===== config.mk =====
export PLATFORM = sky130hd
export DESIGN_NAME = eth_phy_10g_link_ctrl
export DESIGN_NICKNAME = d
export VERILOG_FILES = /design/src/rtl/eth_phy_10g_pkg.sv /design/src/rtl/eth_phy_10g_link_ctrl_sat_counter.sv /design/src/rtl/eth_phy_10g_link_ctrl.sv
export SDC_FILE = /design/constraint.sdc
export NUM_CORES = 1
export LEC_CHECK = 0
export ABC_AREA = 1
export BUFFER_PORTS_ARGS = -buffer_cell sky130_fd_sc_hd__buf_2
export CAP_MARGIN = 5
export CORE_MARGIN = 1.5
export CORE_UTILIZATION = 54
export CTS_BUF_LIST = sky130_fd_sc_hd__clkbuf_8
export CTS_CLUSTER_SIZE = 16
export DETAILED_ROUTE_END_ITERATION = 8
export PLACE_DENSITY_LB_ADDON = 0.3
export RECOVER_POWER = 100
export SYNTH_ARGS = -nofsm -noshare
export SYNTH_HDL_FRONTEND = slang
export SYNTH_SLANG_ARGS = --single-unit

===== constraint.sdc =====
create_clock -name rx_clk -period 2.4 [get_ports rx_clk]
set_clock_uncertainty 0.05 [all_clocks]
set_input_delay 0.24 -clock rx_clk [delete_from_list [all_inputs] [get_ports rx_clk]]
set_output_delay 0.24 -clock rx_clk [all_outputs]
set_load 0.02 [all_outputs]

===== src/rtl/eth_phy_10g_pkg.sv =====
// -----------------------------------------------------------------------------
// eth_phy_10g_pkg
// Shared types and default constants for the eth_phy_10g receive link
// controller.
//   STATE_W        : width of the link state encoding
//   link_state_e   : link sequencer states (encoding visible on link_state)
//   *_DEF          : default timing / retry parameters
// -----------------------------------------------------------------------------
package eth_phy_10g_pkg;

   localparam int unsigned STATE_W = 3;

   typedef enum logic [STATE_W-1:0] {
      ST_PHY_RST     = 3'd0,
      ST_WAIT_LOCK   = 3'd1,
      ST_WAIT_STATUS = 3'd2,
      ST_LINK_UP     = 3'd3,
      ST_SERDES_RST  = 3'd4,
      ST_FAIL        = 3'd5
   } link_state_e;

   localparam int unsigned LOCK_TIMEOUT_DEF  = 1024;
   localparam int unsigned RST_PULSE_DEF     = 4;
   localparam int unsigned HIGH_BER_HOLD_DEF = 64;
   localparam int unsigned MAX_RETRY_DEF     = 8;

endpackage


===== src/rtl/eth_phy_10g_link_ctrl_sat_counter.sv =====
// -----------------------------------------------------------------------------
// eth_sat_counter
// Up-counter that sticks at all-ones; synchronous clear has priority over
// increment.
//   clk, rst_n : clock, asynchronous active-low reset
//   clr        : clear to zero
//   inc        : increment by one unless saturated
//   count      : current count
// -----------------------------------------------------------------------------
module eth_sat_counter #(
   parameter int unsigned WIDTH = 16
) (
   input  logic             clk,
   input  logic             rst_n,
   input  logic             clr,
   input  logic             inc,
   output logic [WIDTH-1:0] count
);

   logic [WIDTH-1:0] count_q;
   logic [WIDTH-1:0] count_d;

   always_comb begin
      count_d = count_q;
      if (clr) begin
         count_d = '0;
      end else if (inc && (count_q != '1)) begin
         count_d = count_q + 1'b1;
      end
   end

   always_ff @(posedge clk or negedge rst_n) begin
      if (!rst_n) begin
         count_q <= '0;
      end else begin
         count_q <= count_d;
      end
   end

   assign count = count_q;

endmodule


===== src/rtl/eth_phy_10g_link_ctrl.sv =====
// -----------------------------------------------------------------------------
// eth_phy_10g_link_ctrl
// Receive-side bring-up and recovery sequencer for eth_phy_10g. Pulses the PHY
// receive reset, waits for block lock and link status, escalates to a SerDes
// receive reset on lock timeout or PHY request, and gives up in FAIL after
// MAX_RETRY SerDes resets until fail_clear.
//
// Ports:
//   rx_clk, rx_rst_n      : receive clock, asynchronous active-low reset
//   rx_block_lock         : PHY block lock
//   rx_high_ber           : PHY high BER flag
//   rx_status             : PHY link status
//   serdes_rx_reset_req   : PHY request for a SerDes reset
//   rx_bad_block          : PHY bad-block strobe
//   rx_sequence_error     : PHY sequence-error strobe
//   fail_clear            : leaves FAIL
//   phy_rx_rst            : active-high reset to eth_phy_10g rx_rst
//   serdes_rx_rst         : active-high SerDes receive reset
//   link_up               : link usable
//   link_state            : current state encoding
//   retry_count           : SerDes resets since last LINK_UP (saturating)
//   bad_block_count       : bad blocks seen in LINK_UP
//   seq_error_count       : sequence errors seen in LINK_UP
//
// Build option: define ETH_LINK_CTRL_ERR_CNT_EN to build the error counters;
// otherwise bad_block_count / seq_error_count read as zero.
// -----------------------------------------------------------------------------
module eth_phy_10g_link_ctrl
   import eth_phy_10g_pkg::*;
#(
   parameter int unsigned LOCK_TIMEOUT  = LOCK_TIMEOUT_DEF,
   parameter int unsigned RST_PULSE     = RST_PULSE_DEF,
   parameter int unsigned HIGH_BER_HOLD = HIGH_BER_HOLD_DEF,
   parameter int unsigned MAX_RETRY     = MAX_RETRY_DEF,
   parameter int unsigned CNT_WIDTH     = 16
) (
   input  logic                             rx_clk,
   input  logic                             rx_rst_n,
   input  logic                             rx_block_lock,
   input  logic                             rx_high_ber,
   input  logic                             rx_status,
   input  logic                             serdes_rx_reset_req,
   input  logic                             rx_bad_block,
   input  logic                             rx_sequence_error,
   input  logic                             fail_clear,
   output logic                             phy_rx_rst,
   output logic                             serdes_rx_rst,
   output logic                             link_up,
   output logic [STATE_W-1:0]               link_state,
   output logic [$clog2(MAX_RETRY+1)-1:0]   retry_count,
   output logic [CNT_WIDTH-1:0]             bad_block_count,
   output logic [CNT_WIDTH-1:0]             seq_error_count
);

   localparam int unsigned RETRY_W = $clog2(MAX_RETRY + 1);
   localparam int unsigned TMR_MAX = (LOCK_TIMEOUT > RST_PULSE) ? LOCK_TIMEOUT : RST_PULSE;
   localparam int unsigned TMR_W   = $clog2(TMR_MAX + 1);
   localparam int unsigned HOLD_W  = $clog2(HIGH_BER_HOLD + 1);

   link_state_e        state_q, state_d;
   logic [TMR_W-1:0]   timer_q, timer_d;
   logic [RETRY_W-1:0] retry_q, retry_d;
   logic               phy_rx_rst_q, phy_rx_rst_d;
   logic               serdes_rx_rst_q, serdes_rx_rst_d;
   logic               link_up_q, link_up_d;

   logic [HOLD_W-1:0]  ber_hold_cnt;
   logic               hold_inc;
   logic               hold_clr;
   logic               ber_trip;
   logic               entry;

   // ---------------------------------------------------------------------------
   // Next-state and registered-output decode
   // ---------------------------------------------------------------------------
   always_comb begin
      state_d  = state_q;
      // Hold counter holds prior consecutive high samples, so this sample
      // completes the run when it reads HIGH_BER_HOLD-1.
      ber_trip = rx_high_ber && (ber_hold_cnt == HOLD_W'(HIGH_BER_HOLD - 1));

      case (state_q)
         ST_PHY_RST: begin
            if (timer_q == TMR_W'(RST_PULSE - 1)) state_d = ST_WAIT_LOCK;
         end
         ST_WAIT_LOCK: begin
            if (serdes_rx_reset_req)                          state_d = ST_SERDES_RST;
            else if (rx_block_lock)                           state_d = ST_WAIT_STATUS;
            else if (timer_q == TMR_W'(LOCK_TIMEOUT - 1))     state_d = ST_SERDES_RST;
         end
         ST_WAIT_STATUS: begin
            if (serdes_rx_reset_req)  state_d = ST_SERDES_RST;
            else if (!rx_block_lock)  state_d = ST_WAIT_LOCK;
            else if (rx_status)       state_d = ST_LINK_UP;
         end
         ST_LINK_UP: begin
            if (serdes_rx_reset_req)  state_d = ST_SERDES_RST;
            else if (!rx_block_lock)  state_d = ST_WAIT_LOCK;
            else if (ber_trip)        state_d = ST_PHY_RST;
         end
         ST_SERDES_RST: begin
            if (timer_q == TMR_W'(RST_PULSE - 1)) begin
               state_d = (retry_q >= RETRY_W'(MAX_RETRY)) ? ST_FAIL : ST_PHY_RST;
            end
         end
         ST_FAIL: begin
            if (fail_clear) state_d = ST_PHY_RST;
         end
         default: state_d = ST_PHY_RST;
      endcase

      entry = (state_d != state_q);

      timer_d = timer_q;
      if (entry) begin
         timer_d = '0;
      end else if (state_q inside {ST_PHY_RST, ST_WAIT_LOCK, ST_SERDES_RST}) begin
         timer_d = timer_q + 1'b1;
      end

      // Retry count is bumped on SerDes-reset entry, so the exit check in
      // SERDES_RST already includes the current attempt.
      retry_d = retry_q;
      if (state_q == ST_FAIL && fail_clear) begin
         retry_d = '0;
      end else if (entry && state_d == ST_LINK_UP) begin
         retry_d = '0;
      end else if (entry && state_d == ST_SERDES_RST && retry_q < RETRY_W'(MAX_RETRY)) begin
         retry_d = retry_q + 1'b1;
      end

      phy_rx_rst_d    = (state_d == ST_PHY_RST);
      serdes_rx_rst_d = (state_d == ST_SERDES_RST);
      link_up_d       = (state_d == ST_LINK_UP);

      hold_inc = (state_q == ST_LINK_UP) && rx_high_ber;
      hold_clr = entry || !hold_inc;
   end

   always_ff @(posedge rx_clk or negedge rx_rst_n) begin
      if (!rx_rst_n) begin
         state_q         <= ST_PHY_RST;
         timer_q         <= '0;
         retry_q         <= '0;
         phy_rx_rst_q    <= 1'b1;
         serdes_rx_rst_q <= 1'b0;
         link_up_q       <= 1'b0;
      end else begin
         state_q         <= state_d;
         timer_q         <= timer_d;
         retry_q         <= retry_d;
         phy_rx_rst_q    <= phy_rx_rst_d;
         serdes_rx_rst_q <= serdes_rx_rst_d;
         link_up_q       <= link_up_d;
      end
   end

   eth_sat_counter #(.WIDTH(HOLD_W)) u_ber_hold (
      .clk   (rx_clk),
      .rst_n (rx_rst_n),
      .clr   (hold_clr),
      .inc   (hold_inc),
      .count (ber_hold_cnt)
   );

   assign phy_rx_rst    = phy_rx_rst_q;
   assign serdes_rx_rst = serdes_rx_rst_q;
   assign link_up       = link_up_q;
   assign link_state    = state_q;
   assign retry_count   = retry_q;

   // ---------------------------------------------------------------------------
   // Optional error counters
   // ---------------------------------------------------------------------------
`ifdef ETH_LINK_CTRL_ERR_CNT_EN
   logic in_link_up;
   logic link_up_entry;

   assign in_link_up    = (state_q == ST_LINK_UP);
   assign link_up_entry = (state_d == ST_LINK_UP) && !in_link_up;

   eth_sat_counter #(.WIDTH(CNT_WIDTH)) u_bad_block_cnt (
      .clk   (rx_clk),
      .rst_n (rx_rst_n),
      .clr   (link_up_entry),
      .inc   (in_link_up && rx_bad_block),
      .count (bad_block_count)
   );

   eth_sat_counter #(.WIDTH(CNT_WIDTH)) u_seq_error_cnt (
      .clk   (rx_clk),
      .rst_n (rx_rst_n),
      .clr   (link_up_entry),
      .inc   (in_link_up && rx_sequence_error),
      .count (seq_error_count)
   );
`else
   logic unused_err_strobes;

   assign unused_err_strobes = rx_bad_block ^ rx_sequence_error;
   assign bad_block_count    = '0;
   assign seq_error_count    = '0;
`endif

endmodule


## Word-level counts from Yosys, hierarchy flattened

Cells that the tools add are included.

| word-level totals | value |
|---|---|
| input bits | 9 |
| register bits after elaboration | 28 |
| logic and storage cells | 60 |
| output and inout port bits | 42 |

| cells by class | value |
|---|---|
| $lt $le $gt $ge | 2 |
| $add $sub $neg | 3 |
| multiplexer cells | 21 |
| equal/unequal tests | 12 |
| reduce and logical (&&, ||, !) cells | 15 |

Operators with widths:

| kind | count |
|---|---|
| 3-bit two-way mux | 13 |
| 11-bit two-way mux | 2 |
| 3-bit case mux with 6 select lines | 1 |
| 7-bit two-way mux | 2 |
| 4-bit two-way mux | 3 |
| 11-bit by 1-bit adder with 11-bit output (second input constant) | 1 |
| 11-bit by 10-bit == test with 1-bit output (second input constant) | 1 |
| 11-bit by 2-bit == test with 1-bit output (second input constant) | 1 |
| 3-bit by 2-bit == test with 1-bit output (second input constant) | 3 |
| 3-bit == test (second input constant) | 3 |
| 7-bit by 1-bit adder with 7-bit output (second input constant) | 1 |
| 7-bit by 6-bit == test with 1-bit output (second input constant) | 1 |
| 1-bit logical AND | 7 |
| 7-bit != test (second input constant) | 1 |
| 3-bit zero test | 2 |
| 3-bit nonzero test | 2 |
| 4-bit by 1-bit adder with 4-bit output (second input constant) | 1 |
| 4-bit greater-or-equal comparator (second input constant) | 1 |
| 4-bit < comparator (second input constant) | 1 |
| 2-bit nonzero test | 2 |
| 3-bit by 1-bit == test with 1-bit output (second input constant) | 1 |
| 3-bit != test | 1 |
| 1-bit zero test | 1 |
| 1-bit logical OR | 1 |

## Longest topological paths before layout

Gate-level depths: netlist of the first run.

| logic depth | value |
|---|---|
| word-level depth | 12 |
| mapped depth | 16 |
| gate-level depth less buffers | 16 |

## Hierarchy

Synthesis of the first run repeated with hierarchy kept, for this count alone.

| unflattened totals | value |
|---|---|
| cells, all modules | 269 |
| area, all modules | 2006.9 sq um |

Modules (own cells, without submodules):

| module | area each (sq um) | cells an instance | instances |
|---|---|---|---|
| eth_phy_10g_link_ctrl | 1565.3 | 207 | 1 |
| eth_sat_counter | 441.7 | 62 | 1 |

## Worst setup path after synthesis of the first run

Ideal clock, no wire load.

| timing | value |
|---|---|
| path type | register to register |
| from | register timer_q[0] |
| to | register timer_q[5] |
| data arrival time | 1.655 ns |
| cell stages (with the launch flop) | 15 |
| library setup time | 0.080 ns |
| slack | 0.615 ns |
| clock period less this slack | 1.785 ns |
| path through | dfrtp_1 -> ha_1 -> inv_1 -> nor2_1 -> nand3_1 -> nor2_1 -> nand2_1 -> nand2_1 -> nand3_2 -> nand2_2 -> nand2_2 -> nor2_2 -> nand2_2 -> buf_6 -> nor3_4 |

| between the ends | value |
|---|---|
| cells in the longest elaborated chain, start to end | 7 |
| elaborated cells between the ends (all ways) | 13 |
| classes of those cells | 1 x add/sub; 3 x eq/ne; 8 x mux; 1 x reduce/logical |

RTL lines:

| what | RTL line | text |
|---|---|---|
| start, declared | eth_phy_10g_link_ctrl.sv:61 | `logic [TMR_W-1:0] timer_q, timer_d;` |
| start signal, assigned | eth_phy_10g_link_ctrl.sv:150 | `timer_q <= timer_d;` |
| 11-bit by 10-bit == test with 1-bit output | eth_phy_10g_link_ctrl.sv:89 | `else if (timer_q == TMR_W'(LOCK_TIMEOUT - 1)) state_d = ST_SERDES_RST;` |
| 3-bit two-way mux | eth_phy_10g_link_ctrl.sv:89 |  |
| 3-bit two-way mux | eth_phy_10g_link_ctrl.sv:88 | `else if (rx_block_lock) state_d = ST_WAIT_STATUS;` |
| 3-bit two-way mux | eth_phy_10g_link_ctrl.sv:87 | `if (serdes_rx_reset_req) state_d = ST_SERDES_RST;` |
| 3-bit case mux with 6 select lines (*) | eth_phy_10g_link_ctrl.sv:82 | `case (state_q)` |
| named net state_d[2] | eth_phy_10g_link_ctrl.sv:60 | `link_state_e state_q, state_d;` |
| 3-bit != test (*) | eth_phy_10g_link_ctrl.sv:112 | `entry = (state_d != state_q);` |
| 11-bit two-way mux / 2-bit nonzero test (equally long branches) | - |  |

The timed path passes the listed nets; every way through them passes the cells marked *. The select of a mux whose other input is x is not followed.
A chain may end at the register's enable or synchronous reset.

## Worst setup path after layout of the first run

| timing | value |
|---|---|
| from | register timer_q[0] |
| to | register timer_q[1] |

Same word-level chain as after synthesis.

==> tab_implementation.tex, run 1 <==
\begin{tabular}{lr}
\hline
Metric & Value \\
\hline
\multicolumn{2}{l}{\textbf{Pwr}} \\
Psw & 807 uW \\
Worst voltage drop across the vdd grid & 406 uV \\
Share of total power in the clock network & 0.165 \\
PD cells & 908 nW/um\^{}2 \\
Total internal power & 964 uW \\
Sequential cell fraction of total power & 0.373 \\
Total leakage power & 0.979 nW \\
Total Power & 1.77 mW \\
Part of the total power dissipated in combinational logic & 0.462 \\
Switching Fraction & 0.456 \\
\multicolumn{2}{l}{\textbf{STA}} \\
Number of setup violations in the final report & 0 \\
Hold\_ws & 242 ps \\
Final Slew Violations & 0 \\
Sum Neg Setup Slack & 0 ps \\
Unrepaired setup endpoints after global routing & false \\
Relative slew slack & 0.0302 \\
Part of the cycle the worst path needs & 0.909 \\
Pin slew with the least headroom to its limit & 1450 ps \\
Min Tclk post-route & 2180 ps \\
Fmax & 458 MHz \\
Hold violation count in the final report & 0 \\
\multicolumn{2}{l}{\textbf{Hold path}} \\
Worst hold start & serdes\_rx\_reset\_req \\
Hold/Removal Path Class & input port to flip-flop \\
Instance count along the most critical hold path & 3 \\
End point of the most critical hold path & link\_state[2] \\
\multicolumn{2}{l}{\textbf{Global routing}} \\
GR met1 Demand/Resource & 0.235 \\
Largest net degree at the start of global routing & 29 \\
Wire length of the first global-routing pass & 5410 um \\
Global Route met2 Usage & 0.277 \\
Number of global-route vias before repair & 1,284 \\
Initial antenna violation count & 0 \\
Met3 Track Usage GR & 0.0217 \\
Global-route total usage across every layer & 0.170 \\
Most Used Layer, Global Route & met2 \\
Remaining Overflow, GRT & 0 \\
\multicolumn{2}{l}{\textbf{Detailed routing}} \\
Number of design rule violations left after detail routing & 0 \\
Wirelength, routed & 3060 um \\
DRT antenna net count & 0 \\
DR WL/cell & 9.93 um \\
DR pass1 iterations & 4 \\
Routed vias/inst & 4.68 \\
Iteration-0 DRC Markers & 82 \\
Total via count in the routed design & 1,442 \\
\multicolumn{2}{l}{\textbf{Final layout}} \\
Count of non-filler cells in the finished layout & 308 \\
Growth of design area from synthesis to finish & 2.77\% \\
Layout Nets & 276 \\
Multi-input logic area & 952 um\^{}2 \\
Final core utilization & 0.580 \\
Layout filler cell count & 344 \\
Proportion of layout cells with a drive suffix above 1 & 0.153 \\
Diodes inserted & 0 \\
Footprint of the flip-flops and latches & 702 um\^{}2 \\
\multicolumn{2}{l}{\textbf{Worst setup path}} \\
CP Launch Type & flip-flop \\
Kind of capture point of the worst setup path & flip-flop \\
Worst EP arrival & 2340 ps \\
Reg2Reg Capture Point & timer\_q[1] \\
Launch point of the worst reg-to-reg path & timer\_q[0] \\
Worst path cell trace & ha\_1 -> inv\_1 -> nor2\_1 -> nand3\_1 -> nor2\_1 -> nand2\_1 -> nand2\_1 -> nand3\_2 -> nand2\_2 -> nand2\_1 -> nor2\_2 -> nand2\_2 -> buf\_4 -> a21oi\_1 \\
Worst setup path start & timer\_q[0] \\
Register-to-register setup slack & 220 ps \\
Worst setup path category & flip-flop to flip-flop \\
WP data required & 2560 ps \\
Delay of the slowest critical-path stage & 410 ps \\
Highest fanout seen on the critical path & 7 \\
Reg2reg path depth & 14 \\
Dominant cell type by count on the critical path & sky130\_fd\_sc\_hd\_\_nand2\_1 \\
Slowest CP cell & sky130\_fd\_sc\_hd\_\_dfrtp\_1 \\
\multicolumn{2}{l}{\textbf{Clocking}} \\
Root Buffer Master & sky130\_fd\_sc\_hd\_\_clkbuf\_8 \\
Clock slew seen by the registers of the worst setup and hold paths & 100 ps \\
Setup bufs post-CTS & 0 \\
TritonCTS clock tree & built \\
Maximum clock insertion buffer count & 2 \\
Total clock buffers created by CTS & 3 \\
Clock latency on the worst-skew pair & 270 ps \\
CTS sink cnt & 28 \\
Max H-tree Level & 1 \\
\multicolumn{2}{l}{\textbf{Synth}} \\
Synth Register Bits & 28 \\
Cell accounting for the most synthesized area & sky130\_fd\_sc\_hd\_\_dfrtp\_1 \\
Number of instances in the synthesized netlist & 241 \\
Combined area of all synthesized cells & 1900 um\^{}2 \\
Yosys warns & 0 \\
Sequential cell area fraction in the yosys report & 0.370 \\
Share of the synthesized area in the top cell type & 0.356 \\
Synthesized area divided by synthesized cell count & 7.88 um\^{}2 \\
Ranking of synthesized cells by area & sky130\_fd\_sc\_hd\_\_dfrtp\_1 (36\%), sky130\_fd\_sc\_hd\_\_buf\_4 (13\%), sky130\_fd\_sc\_hd\_\_nand2\_1 (8.3\%) \\
Distinct cell type count after synthesis & 30 \\
\multicolumn{2}{l}{\textbf{Floorplanning}} \\
Initial Util & 0.565 \\
Area of the die & 3880 um\^{}2 \\
Row count & 21 \\
Core area & 3360 um\^{}2 \\
Width of the chip & 62.3 um \\
Top-level port count & 51 \\
Die height & 62.3 um \\
\multicolumn{2}{l}{\textbf{Run status}} \\
Run status & completed \\
\multicolumn{2}{l}{\textbf{Run}} \\
Max Cap Violations & 0 \\
\multicolumn{2}{l}{\textbf{Placed design}} \\
Number of I/O port buffers & 16 \\
Inst Count DP & 303 \\
Final GP Congestion & 0.825 \\
Half-perimeter wire length after placement & 2320 um \\
\hline
\end{tabular}
[final cells by class]
type                       instances  area share
sequential                        28       0.360
timing repair buffer              20      0.0506
multi-input combinational        187       0.488
tap                               46      0.0295
clock buffer                       4      0.0282
inverter                          23      0.0442
[Yosys cell counts]
master                     count
sky130_fd_sc_hd__dfstp_2       1
sky130_fd_sc_hd__buf_4        32
sky130_fd_sc_hd__nor2_4        2
sky130_fd_sc_hd__nor3_4        1
sky130_fd_sc_hd__buf_6         1
sky130_fd_sc_hd__a21oi_1       5
sky130_fd_sc_hd__inv_2         4
sky130_fd_sc_hd__o211ai_1      1
sky130_fd_sc_hd__a31oi_1       1
sky130_fd_sc_hd__buf_2         1
sky130_fd_sc_hd__nand3_2       3
sky130_fd_sc_hd__nand2_1      42
sky130_fd_sc_hd__inv_1        19
sky130_fd_sc_hd__nand2_2       8
sky130_fd_sc_hd__conb_1        1
sky130_fd_sc_hd__nand3_1      16
sky130_fd_sc_hd__nor3b_1       1
sky130_fd_sc_hd__nand4_1       3
sky130_fd_sc_hd__nor2_1       29
sky130_fd_sc_hd__a21oi_2       1
sky130_fd_sc_hd__and3_1        1
sky130_fd_sc_hd__xnor2_1       4
sky130_fd_sc_hd__xor2_1        7
sky130_fd_sc_hd__nor3_1        6
sky130_fd_sc_hd__dfrtp_1      27
sky130_fd_sc_hd__nor2_2       13
sky130_fd_sc_hd__o21ai_0       5
sky130_fd_sc_hd__a21oi_4       1
sky130_fd_sc_hd__ha_1          4
sky130_fd_sc_hd__o22ai_1       1
[power groups by stage]
stage	clock (mW)	combinational, mW	sequential (mW)
6_report	0.292	0.819	0.661
5_1_grt	0.321	0.904	0.675
4_1_cts	0.297	0.877	0.659
3_5_place_dp	0	0.866	0.669
3_3_place_gp	0	0.852	0.664
2_1_floorplan	0	0.665	0.731
[per-layer routing]
layer | wire length (um) | up-vias
met5 | 0 | -
met4 | 46 | 0
met3 | 135 | 5
met2 | 1400 | 42
met1 | 1470 | 655
li1 | - | 740
[per-stage QoR]
stage | area, um^2 | setup slack (ps)
after global routing | 1950 | 45.5
after CTS | 1980 | 206
after floorplan | 2020 | 615
after global placement | 1920 | 318
after detailed placement | 1920 | 251
final | 1950 | 218
[worst max path at each step]
stage / to / slack [ps] / depth (start not counted)
6_report: timer_q[1] / 220 / 14
5_1_grt: u_ber_hold.count[1] / 50 / 13
4_1_cts: timer_q[5] / 210 / 14
3_5_place_dp: timer_q[5] / 250 / 14
3_3_place_gp: timer_q[5] / 320 / 14
2_1_floorplan: timer_q[5] / 620 / 14
[sequential cells by signal, summed over array words and instances, names as in the netlist]
name	count
link_state	3
link_up	1
phy_rx_rst	1
retry_count	4
serdes_rx_rst	1
timer_q	11
u_ber_hold.count	7
[critical path: cells and delay by family (launching register included)]
kind                     cells  cell delay [ps]
AO/OA/AOI/OAI                1              110
buffers and inverters        2              290
adder cells (fa/ha/maj)      1              180
flip-flops                   1              410
AND/OR/NAND/NOR             10             1070
[timing repair]
item	4_1_cts	5_1_grt
hold buffers	1	0
resized for setup	0	0
setup endpoints to repair	0	0
hold endpoints to repair	27	0
[cell usage in the layout (no fill, tap or decap), types with 2 or more instances in the layout]
| cell | Yosys | layout |
|---|---|---|
| sky130_fd_sc_hd__ha_1 | 4 | 4 |
| sky130_fd_sc_hd__nand2_1 | 42 | 44 |
| sky130_fd_sc_hd__clkbuf_8 | 0 | 4 |
| sky130_fd_sc_hd__dfrtp_1 | 27 | 27 |
| sky130_fd_sc_hd__o21ai_0 | 5 | 5 |
| sky130_fd_sc_hd__inv_2 | 4 | 4 |
| sky130_fd_sc_hd__nor2_4 | 2 | 2 |
| sky130_fd_sc_hd__nand3_1 | 16 | 17 |
| sky130_fd_sc_hd__nand3_2 | 3 | 2 |
| sky130_fd_sc_hd__buf_2 | 1 | 5 |
| sky130_fd_sc_hd__nand2_2 | 8 | 6 |
| sky130_fd_sc_hd__inv_1 | 19 | 19 |
| sky130_fd_sc_hd__nor3_1 | 6 | 6 |
| sky130_fd_sc_hd__xor2_1 | 7 | 7 |
| sky130_fd_sc_hd__nor2_2 | 13 | 11 |
| sky130_fd_sc_hd__nor2_1 | 29 | 31 |
| sky130_fd_sc_hd__clkbuf_1 | 0 | 11 |
| sky130_fd_sc_hd__a21oi_1 | 5 | 6 |
| sky130_fd_sc_hd__buf_4 | 32 | 3 |
| sky130_fd_sc_hd__nand4_1 | 3 | 3 |
| sky130_fd_sc_hd__conb_1 | 1 | 32 |
| sky130_fd_sc_hd__xnor2_1 | 4 | 4 |
[logic make-up after synthesis]
kind of cell | share of synthesized area
compound gates | 0.0501
xor+xnor | 0.0507
fa+ha+maj | 0.0264
buf+inv | 0.180
flops | 0.370
other cells | 0.00197
simple gates | 0.321
(Power assumes the default switching activity.)
==> inputs of run 2 (changes only) <==
--- a/config.mk
+++ b/config.mk
@@ -9,12 +9,13 @@
 export BUFFER_PORTS_ARGS = -buffer_cell sky130_fd_sc_hd__buf_2
 export CAP_MARGIN = 5
 export CORE_MARGIN = 1.5
-export CORE_UTILIZATION = 54
-export CTS_BUF_LIST = sky130_fd_sc_hd__clkbuf_8
+export CORE_UTILIZATION = 47
+export CTS_BUF_LIST = sky130_fd_sc_hd__clkbuf_16
 export CTS_CLUSTER_SIZE = 16
 export DETAILED_ROUTE_END_ITERATION = 8
 export PLACE_DENSITY_LB_ADDON = 0.3
 export RECOVER_POWER = 100
+export SETUP_SLACK_MARGIN = 0.05
 export SYNTH_ARGS = -nofsm -noshare
 export SYNTH_HDL_FRONTEND = slang
 export SYNTH_SLANG_ARGS = --single-unit
==> constraint.sdc (replaced) <==
create_clock -name rx_clk -period 1.75 [get_ports rx_clk]
set_clock_uncertainty 0.05 [all_clocks]
set_input_delay 0.175 -clock rx_clk [delete_from_list [all_inputs] [get_ports rx_clk]]
set_output_delay 0.175 -clock rx_clk [all_outputs]
set_load 0.02 [all_outputs]
==> tab_implementation.tex, run 2 (same netlist as run 1, synthesis figures left out) <==
\begin{tabular}{lr}
\hline
Metric & Value \\
\hline
\multicolumn{2}{l}{\textbf{Global routing}} \\
Initial antenna violation count & 0 (unchanged) \\
Wire length of the first global-routing pass & 6090 um (+13\%) \\
Largest net degree at the start of global routing & 29 (unchanged) \\
Global-route total usage across every layer & 0.182 (+0.0121) \\
Number of global-route vias before repair & 1,395 (+8.6\%) \\
Remaining Overflow, GRT & 0 (unchanged) \\
\multicolumn{2}{l}{\textbf{Worst setup path}} \\
Worst setup path category & flip-flop to flip-flop \\
Worst EP arrival & 2010 ps (-330 ps) \\
WP data required & 1890 ps (-670 ps) \\
Register-to-register setup slack & -120 ps (-330 ps) \\
Launch point of the worst reg-to-reg path & timer\_q[1] \\
Reg2reg path depth & 14 (unchanged) \\
Worst path cell trace & ha\_2 -> inv\_2 -> nor2\_1 -> nand3\_1 -> nor2\_1 -> nand2\_1 -> nand2\_2 -> nand3\_2 -> nand2\_2 -> nand2\_4 -> nor2\_4 -> nand2\_4 -> buf\_6 -> a21oi\_2 \\
Slowest CP cell & sky130\_fd\_sc\_hd\_\_dfrtp\_1 \\
Buffer and inverter count on the worst path & 2 (unchanged) \\
Kind of cell adding the most delay to the critical path & simple AND/OR/NAND/NOR gates \\
CP Launch Type & flip-flop \\
Number of cells on the critical path & 14 (unchanged) \\
Delay of the slowest critical-path stage & 350 ps (-60 ps) \\
Highest fanout seen on the critical path & 5 (-2) \\
Kind of capture point of the worst setup path & flip-flop \\
Reg2Reg Capture Point & timer\_q[1] \\
\multicolumn{2}{l}{\textbf{Clocking}} \\
CTS sink cnt & 28 (unchanged) \\
Clock slew seen by the registers of the worst setup and hold paths & 70 ps (-30 ps) \\
TritonCTS clock tree & built \\
Maximum clock insertion buffer count & 2 (unchanged) \\
Max H-tree Level & 1 (unchanged) \\
Root Buffer Master & sky130\_fd\_sc\_hd\_\_clkbuf\_16 \\
Total clock buffers created by CTS & 3 (unchanged) \\
Clock latency on the worst-skew pair & 260 ps (about the same) \\
\multicolumn{2}{l}{\textbf{Final layout}} \\
Growth of design area from synthesis to finish & 23.4\% \\
Final core utilization & 0.621 (+0.0411) \\
Footprint of the flip-flops and latches & 704 um\^{}2 (+0.36\%) \\
Number of flip-flops under the largest register name & 11 (unchanged) \\
Most flops, register & timer\_q \\
Layout Nets & 311 (+13\%) \\
Diodes inserted & 0 (unchanged) \\
Multi-input logic area & 1040 um\^{}2 (+8.9\%) \\
Proportion of layout cells with a drive suffix above 1 & 0.333 (+0.181) \\
Most frequent cells in the layout & sky130\_fd\_sc\_hd\_\_nand2\_1 (36), sky130\_fd\_sc\_hd\_\_buf\_4 (36), sky130\_fd\_sc\_hd\_\_conb\_1 (32), sky130\_fd\_sc\_hd\_\_nor2\_1 (26), sky130\_fd\_sc\_hd\_\_dfrtp\_1 (25) \\
Count of non-filler cells in the finished layout & 345 (+12\%) \\
Layout filler cell count & 358 (+4.1\%) \\
\multicolumn{2}{l}{\textbf{STA}} \\
Relative slew slack & 0.540 (+0.510) \\
Unrepaired setup endpoints after global routing & true \\
Smallest setup slack after layout & -115 ps (-333 ps) \\
Part of the cycle the worst path needs & 1.07 (+0.157) \\
Final Slew Violations & 0 (unchanged) \\
Hold violation count in the final report & 0 (unchanged) \\
Pin slew with the least headroom to its limit & 689 ps (-765 ps) \\
Min Tclk post-route & 1870 ps (-317 ps) \\
Hold\_ws & 250 ps (+7.66 ps) \\
Fmax & 536 MHz (+17\%) \\
Number of setup violations in the final report & 22 (+22) \\
\multicolumn{2}{l}{\textbf{Detailed routing}} \\
Routed vias/inst & 4.49 (-4.0\%) \\
Total via count in the routed design & 1,550 (+7.5\%) \\
Number of design rule violations left after detail routing & 0 (unchanged) \\
DRT antenna net count & 0 (unchanged) \\
Iteration-0 DRC Markers & 84 (+2.4\%) \\
DR WL/cell & 10.7 um (+7.8\%) \\
DR pass1 iterations & 4 (unchanged) \\
Wirelength, routed & 3690 um (+21\%) \\
\multicolumn{2}{l}{\textbf{Hold path}} \\
Worst hold start & rx\_block\_lock \\
Instance count along the most critical hold path & 4 (+1) \\
End point of the most critical hold path & serdes\_rx\_rst \\
Hold/Removal Path Class & input port to flip-flop \\
\multicolumn{2}{l}{\textbf{Pwr}} \\
PD cells & 1330 nW/um\^{}2 (+47\%) \\
Worst voltage drop across the vdd grid & 643 uV (+58\%) \\
Total leakage power & 1.18 nW (+20\%) \\
\multicolumn{2}{l}{\textbf{Run}} \\
Max Cap Violations & 0 (unchanged) \\
\multicolumn{2}{l}{\textbf{Placed design}} \\
Number of I/O port buffers & 16 (unchanged) \\
Inst Count DP & 335 (+11\%) \\
Final GP Congestion & 0.824 (-0.15\%) \\
Half-perimeter wire length after placement & 2740 um (+18\%) \\
\multicolumn{2}{l}{\textbf{Floorplanning}} \\
Width of the chip & 66.6 um (+6.8\%) \\
Core area & 3770 um\^{}2 (+12\%) \\
Area of the die & 4430 um\^{}2 (+14\%) \\
Row count & 22 (+4.8\%) \\
Initial Util & 0.504 (-0.0611) \\
Top-level port count & 51 (unchanged) \\
Die height & 66.6 um (+6.8\%) \\
\multicolumn{2}{l}{\textbf{Run status}} \\
Run status & finished, violations left \\
Violations in the final reports & setup timing \\
\hline
\end{tabular}
==> run 2: worst max-delay path by stage <==
| stage | end | from |
|---|---|---|
| 2_1_floorplan | timer_q[5] | timer_q[0] |
| 3_3_place_gp | timer_q[5] | timer_q[0] |
| 3_5_place_dp | retry_count[0] | timer_q[0] |
| 4_1_cts | timer_q[1] | timer_q[0] |
| 5_1_grt | retry_count[0] | timer_q[1] |
| 6_report | timer_q[1] | timer_q[1] |
==> run 2: where the power goes <==
part | switching [mW] | internal (mW)
Sequential | 0.112 | 0.783
Combinational | 0.997 | 0.709
Clock | 0.218 | 0.306
Total | 1.33 | 1.80
==> run 2: what timing repair did <==
| action | in CTS | in global routing |
|---|---|---|
| resized for setup | 9 | 8 |
| endpoints found under the hold margin | 27 | 0 |
| setup buffers | 2 | 3 |
| setup endpoints to repair | 22 | 25 |
| hold buffers | 1 | 0 |
| pin swaps | 1 | 6 |
==> run 2: stage by stage <==
step | total power, mW | setup slack (ps) | area (um^2) | TNS, ps
final | 3.12 | -115 | 2340 | -1620
after CTS | 3.08 | -117 | 2300 | -2020
after global placement | 2.37 | -135 | 2170 | -2070
after detailed placement | 2.41 | -171 | 2170 | -2820
after floorplan | 1.95 | 11.0 | 2040 | 0
after global routing | 3.37 | -262 | 2340 | -4960
==> run 2: final cells by class <==
cell class                      count  share of cell area
Multi-Input combinational cell    187               0.443
Sequential cell                    28               0.301
Timing Repair Buffer               55               0.160
Inverter                           23              0.0379
Clock buffer                        3              0.0320
Tap cell                           48              0.0256
Clock inverter                      1             0.00160
==> run 2: per-layer routing <==
| metal | share of wire | vias up | track usage |
|---|---|---|---|
| li1 | - | 807 | - |
| met1 | 0.46 | 713 | 0.239 |
| met2 | 0.51 | 28 | 0.308 |
| met3 | 0.028 | 2 | 0.0253 |
| met4 | 0.0060 | 0 | 0.0612 |
| met5 | 0 | - | 0 |
==> run 2: worst register-to-register path, stage by stage, from the launching register on <==
cell,delay [ps]
sky130_fd_sc_hd__dfrtp_1,350
sky130_fd_sc_hd__ha_2,190
sky130_fd_sc_hd__inv_2,40
sky130_fd_sc_hd__nor2_1,80
sky130_fd_sc_hd__nand3_1,90
sky130_fd_sc_hd__nor2_1,110
sky130_fd_sc_hd__nand2_1,70
sky130_fd_sc_hd__nand2_2,90
sky130_fd_sc_hd__nand3_2,80
sky130_fd_sc_hd__nand2_2,90
sky130_fd_sc_hd__nand2_4,60
sky130_fd_sc_hd__nor2_4,140
sky130_fd_sc_hd__nand2_4,100
sky130_fd_sc_hd__buf_6,150
sky130_fd_sc_hd__a21oi_2,100
==> inputs of run 3 (changes only) <==
--- a/config.mk
+++ b/config.mk
@@ -9,8 +9,8 @@
 export BUFFER_PORTS_ARGS = -buffer_cell sky130_fd_sc_hd__buf_2
 export CAP_MARGIN = 5
 export CORE_MARGIN = 1.5
-export CORE_UTILIZATION = 47
-export CTS_BUF_LIST = sky130_fd_sc_hd__clkbuf_16
+export CORE_UTILIZATION = 49
+export CTS_BUF_LIST = sky130_fd_sc_hd__clkbuf_2
 export CTS_CLUSTER_SIZE = 16
 export DETAILED_ROUTE_END_ITERATION = 8
 export PLACE_DENSITY_LB_ADDON = 0.3
==> tab_implementation.tex, run 3 (same netlist as run 1, synthesis figures left out) <==
\begin{tabular}{lr}
\hline
Metric & Value \\
\hline
\multicolumn{2}{l}{\textbf{Placed design}} \\
Number of I/O port buffers & 16 (unchanged) \\
Standard cell area after detailed placement & 2210 um\^{}2 (+1.8\%) \\
Half-perimeter wire length after placement & 2750 um (+0.48\%) \\
Worst setup slack before clock tree synthesis & -148 ps (+22.6 ps) \\
Final GP Congestion & 0.865 (+4.9\%) \\
\multicolumn{2}{l}{\textbf{STA}} \\
Unrepaired setup endpoints after global routing & true \\
Part of the cycle the worst path needs & 1.12 (+0.0513) \\
Sum Neg Setup Slack & -3820 ps (-2200 ps) \\
Hold violation count in the final report & 0 (unchanged) \\
Final Slew Violations & 0 (unchanged) \\
Smallest setup slack after layout & -205 ps (-89.7 ps) \\
Fmax & 511 MHz (-4.6\%) \\
Relative slew slack & 0.528 (-0.0125) \\
Hold\_ws & 120 ps (-130 ps) \\
Min Tclk post-route & 1960 ps (+89.7 ps) \\
Number of setup violations in the final report & 23 (+4.5\%) \\
Pin slew with the least headroom to its limit & 708 ps (+18.7 ps) \\
\multicolumn{2}{l}{\textbf{Clocking}} \\
TritonCTS clock tree & built \\
CTS sink cnt & 28 (unchanged) \\
Clock slew seen by the registers of the worst setup and hold paths & 250 ps (+180 ps) \\
Root Buffer Master & sky130\_fd\_sc\_hd\_\_clkbuf\_2 \\
Maximum clock insertion buffer count & 2 (unchanged) \\
Max H-tree Level & 1 (unchanged) \\
Total clock buffers created by CTS & 3 (unchanged) \\
Clock latency on the worst-skew pair & 350 ps (+90 ps) \\
\multicolumn{2}{l}{\textbf{Worst setup path}} \\
Worst path cell trace & ha\_2 -> inv\_2 -> nor2\_1 -> nand3\_1 -> nor2\_1 -> nand2\_1 -> nand2\_2 -> nand3\_2 -> nand2\_2 -> nand2\_2 -> nor2\_4 -> nand2\_4 -> buf\_12 -> nor3\_4 \\
Highest fanout seen on the critical path & 10 (+5) \\
Dominant cell type by count on the critical path & sky130\_fd\_sc\_hd\_\_nand2\_2 \\
Kind of capture point of the worst setup path & flip-flop \\
Worst setup path start & timer\_q[1] \\
Worst setup path category & flip-flop to flip-flop \\
Worst EP arrival & 2210 ps (+200 ps) \\
Launch point of the worst reg-to-reg path & timer\_q[1] \\
Slowest CP cell & sky130\_fd\_sc\_hd\_\_dfrtp\_1 \\
Delay of the slowest critical-path stage & 420 ps (+70 ps) \\
CP Launch Type & flip-flop \\
WP data required & 2010 ps (+120 ps) \\
\multicolumn{2}{l}{\textbf{Pwr}} \\
Psw & 1.34 mW (+1.1\%) \\
Total Power & 2.97 mW (-4.8\%) \\
PD cells & 1260 nW/um\^{}2 (-5.7\%) \\
Total internal power & 1.63 mW (-9.2\%) \\
Share of total power in the clock network & 0.082 (-0.086) \\
Switching Fraction & 0.451 (+0.0263) \\
Part of the total power dissipated in combinational logic & 0.617 (+0.071) \\
Sequential cell fraction of total power & 0.301 (+0.015) \\
Total leakage power & 1.18 nW (+0.21\%) \\
Worst voltage drop across the vdd grid & 465 uV (-28\%) \\
\multicolumn{2}{l}{\textbf{Run}} \\
Max Cap Violations & 0 (unchanged) \\
\multicolumn{2}{l}{\textbf{Floorplanning}} \\
Area of the die & 4260 um\^{}2 (-3.9\%) \\
Row count & 22 (unchanged) \\
Initial Util & 0.515 (+0.0113) \\
Die height & 65.3 um (-2.0\%) \\
Width of the chip & 65.3 um (-2.0\%) \\
Core area & 3690 um\^{}2 (-2.2\%) \\
Top-level port count & 51 (unchanged) \\
\multicolumn{2}{l}{\textbf{Hold path}} \\
Hold/Removal Path Class & input port to flip-flop \\
Worst hold start & rx\_block\_lock \\
\multicolumn{2}{l}{\textbf{Final layout}} \\
Growth of design area from synthesis to finish & 24.6\% \\
Proportion of layout cells with a drive suffix above 1 & 0.382 (+0.0484) \\
Diodes inserted & 0 (unchanged) \\
Post-route cell area & 2370 um\^{}2 (+0.96\%) \\
Commonest non-fill, non-tap cell in the layout & sky130\_fd\_sc\_hd\_\_nand2\_1 \\
Most frequent cells in the layout & sky130\_fd\_sc\_hd\_\_nand2\_1 (35), sky130\_fd\_sc\_hd\_\_buf\_4 (33), sky130\_fd\_sc\_hd\_\_conb\_1 (32), sky130\_fd\_sc\_hd\_\_dfrtp\_1 (25), sky130\_fd\_sc\_hd\_\_nor2\_2 (21) \\
Layout filler cell count & 342 (-4.5\%) \\
Footprint of the flip-flops and latches & 704 um\^{}2 (unchanged) \\
Layout Nets & 310 (-0.32\%) \\
Multi-input logic area & 1100 um\^{}2 (+6.2\%) \\
Most flops, register & timer\_q \\
Number of flip-flops under the largest register name & 11 (unchanged) \\
\multicolumn{2}{l}{\textbf{Run status}} \\
Run status & finished, violations left \\
Violations in the final reports & setup timing \\
\multicolumn{2}{l}{\textbf{Detailed routing}} \\
DR WL/cell & 10.9 um (+2.3\%) \\
Total via count in the routed design & 1,590 (+2.6\%) \\
Number of design rule violations left after detail routing & 0 (unchanged) \\
Iteration-0 DRC Markers & 81 (-3.6\%) \\
Routed vias/inst & 4.62 (+2.9\%) \\
Wirelength, routed & 3770 um (+2.0\%) \\
DR pass1 iterations & 4 (unchanged) \\
DRT antenna net count & 0 (unchanged) \\
\multicolumn{2}{l}{\textbf{Global routing}} \\
Number of global-route vias before repair & 1,502 (+7.7\%) \\
Wire length of the first global-routing pass & 6350 um (+4.2\%) \\
Largest net degree at the start of global routing & 29 (unchanged) \\
Global-route total usage across every layer & 0.191 (+0.00863) \\
Remaining Overflow, GRT & 0 (unchanged) \\
Initial antenna violation count & 0 (unchanged) \\
\hline
\end{tabular}
run 3: repair_timing:
action | in CTS | in global routing
setup endpoints to repair | 25 | 25
hold buffers | 1 | 0
hold endpoints to repair | 27 | 0
pin swaps | 3 | 6
setup buffers | 2 | 0
gates cloned | 0 | 0
gates resized for setup | 18 | 16
run 3: layout make-up:
cell class / instances / area share
multi-input combinational: 187 / 0.465
inverter: 23 / 0.0375
timing repair buffer: 54 / 0.166
tap: 48 / 0.0254
clock buffer: 4 / 0.00846
sequential: 28 / 0.298
run 3: worst paths after layout:
path / endpoint / slack (ps) / cells after the start
setup / recovery: timer_q[5] / -210 / 14
hold / removal: link_state[0] / 120 / 4
setup reg to reg: timer_q[5] / -210 / 14
hold reg to reg: retry_count[2] / 570 / 3
max in group asynchronous: link_state[1] / 860 / 2
min in group asynchronous: timer_q[4] / 310 / 2
run 3: critical path, delay by kind of cell, from the launching register on:
family / cells / cell delay (ps)
adders and majority gates: 1 / 200
buffers and inverters: 2 / 200
and+or+nand+nor: 11 / 1030
DFF: 1 / 420
run 3: layer usage:
metal	GRT usage	share of wire	routed length (um)	up-vias
li1	-	-	-	802
met1	0.241	0.44	1660	749
met2	0.333	0.52	1940	33
met3	0.0240	0.029	110	6
met4	0.0729	0.013	50	0
met5	0	0	0	-
run 3: through the flow:
step | instances | util
6_report | 344 | 0.641
5_1_grt | 344 | 0.641
3_3_place_gp | 337 | 0.599
3_5_place_dp | 337 | 0.599
2_1_floorplan | 272 | -
4_1_cts | 344 | 0.627
run 3: power groups by stage:
stage	registers [mW]	clock network [mW]	logic, mW
3_3_place_gp	0.899	0	1.59
6_report	0.894	0.244	1.84
5_1_grt	0.909	0.285	2.01
3_5_place_dp	0.902	0	1.62
2_1_floorplan	1.01	0	0.937
4_1_cts	0.892	0.257	1.78
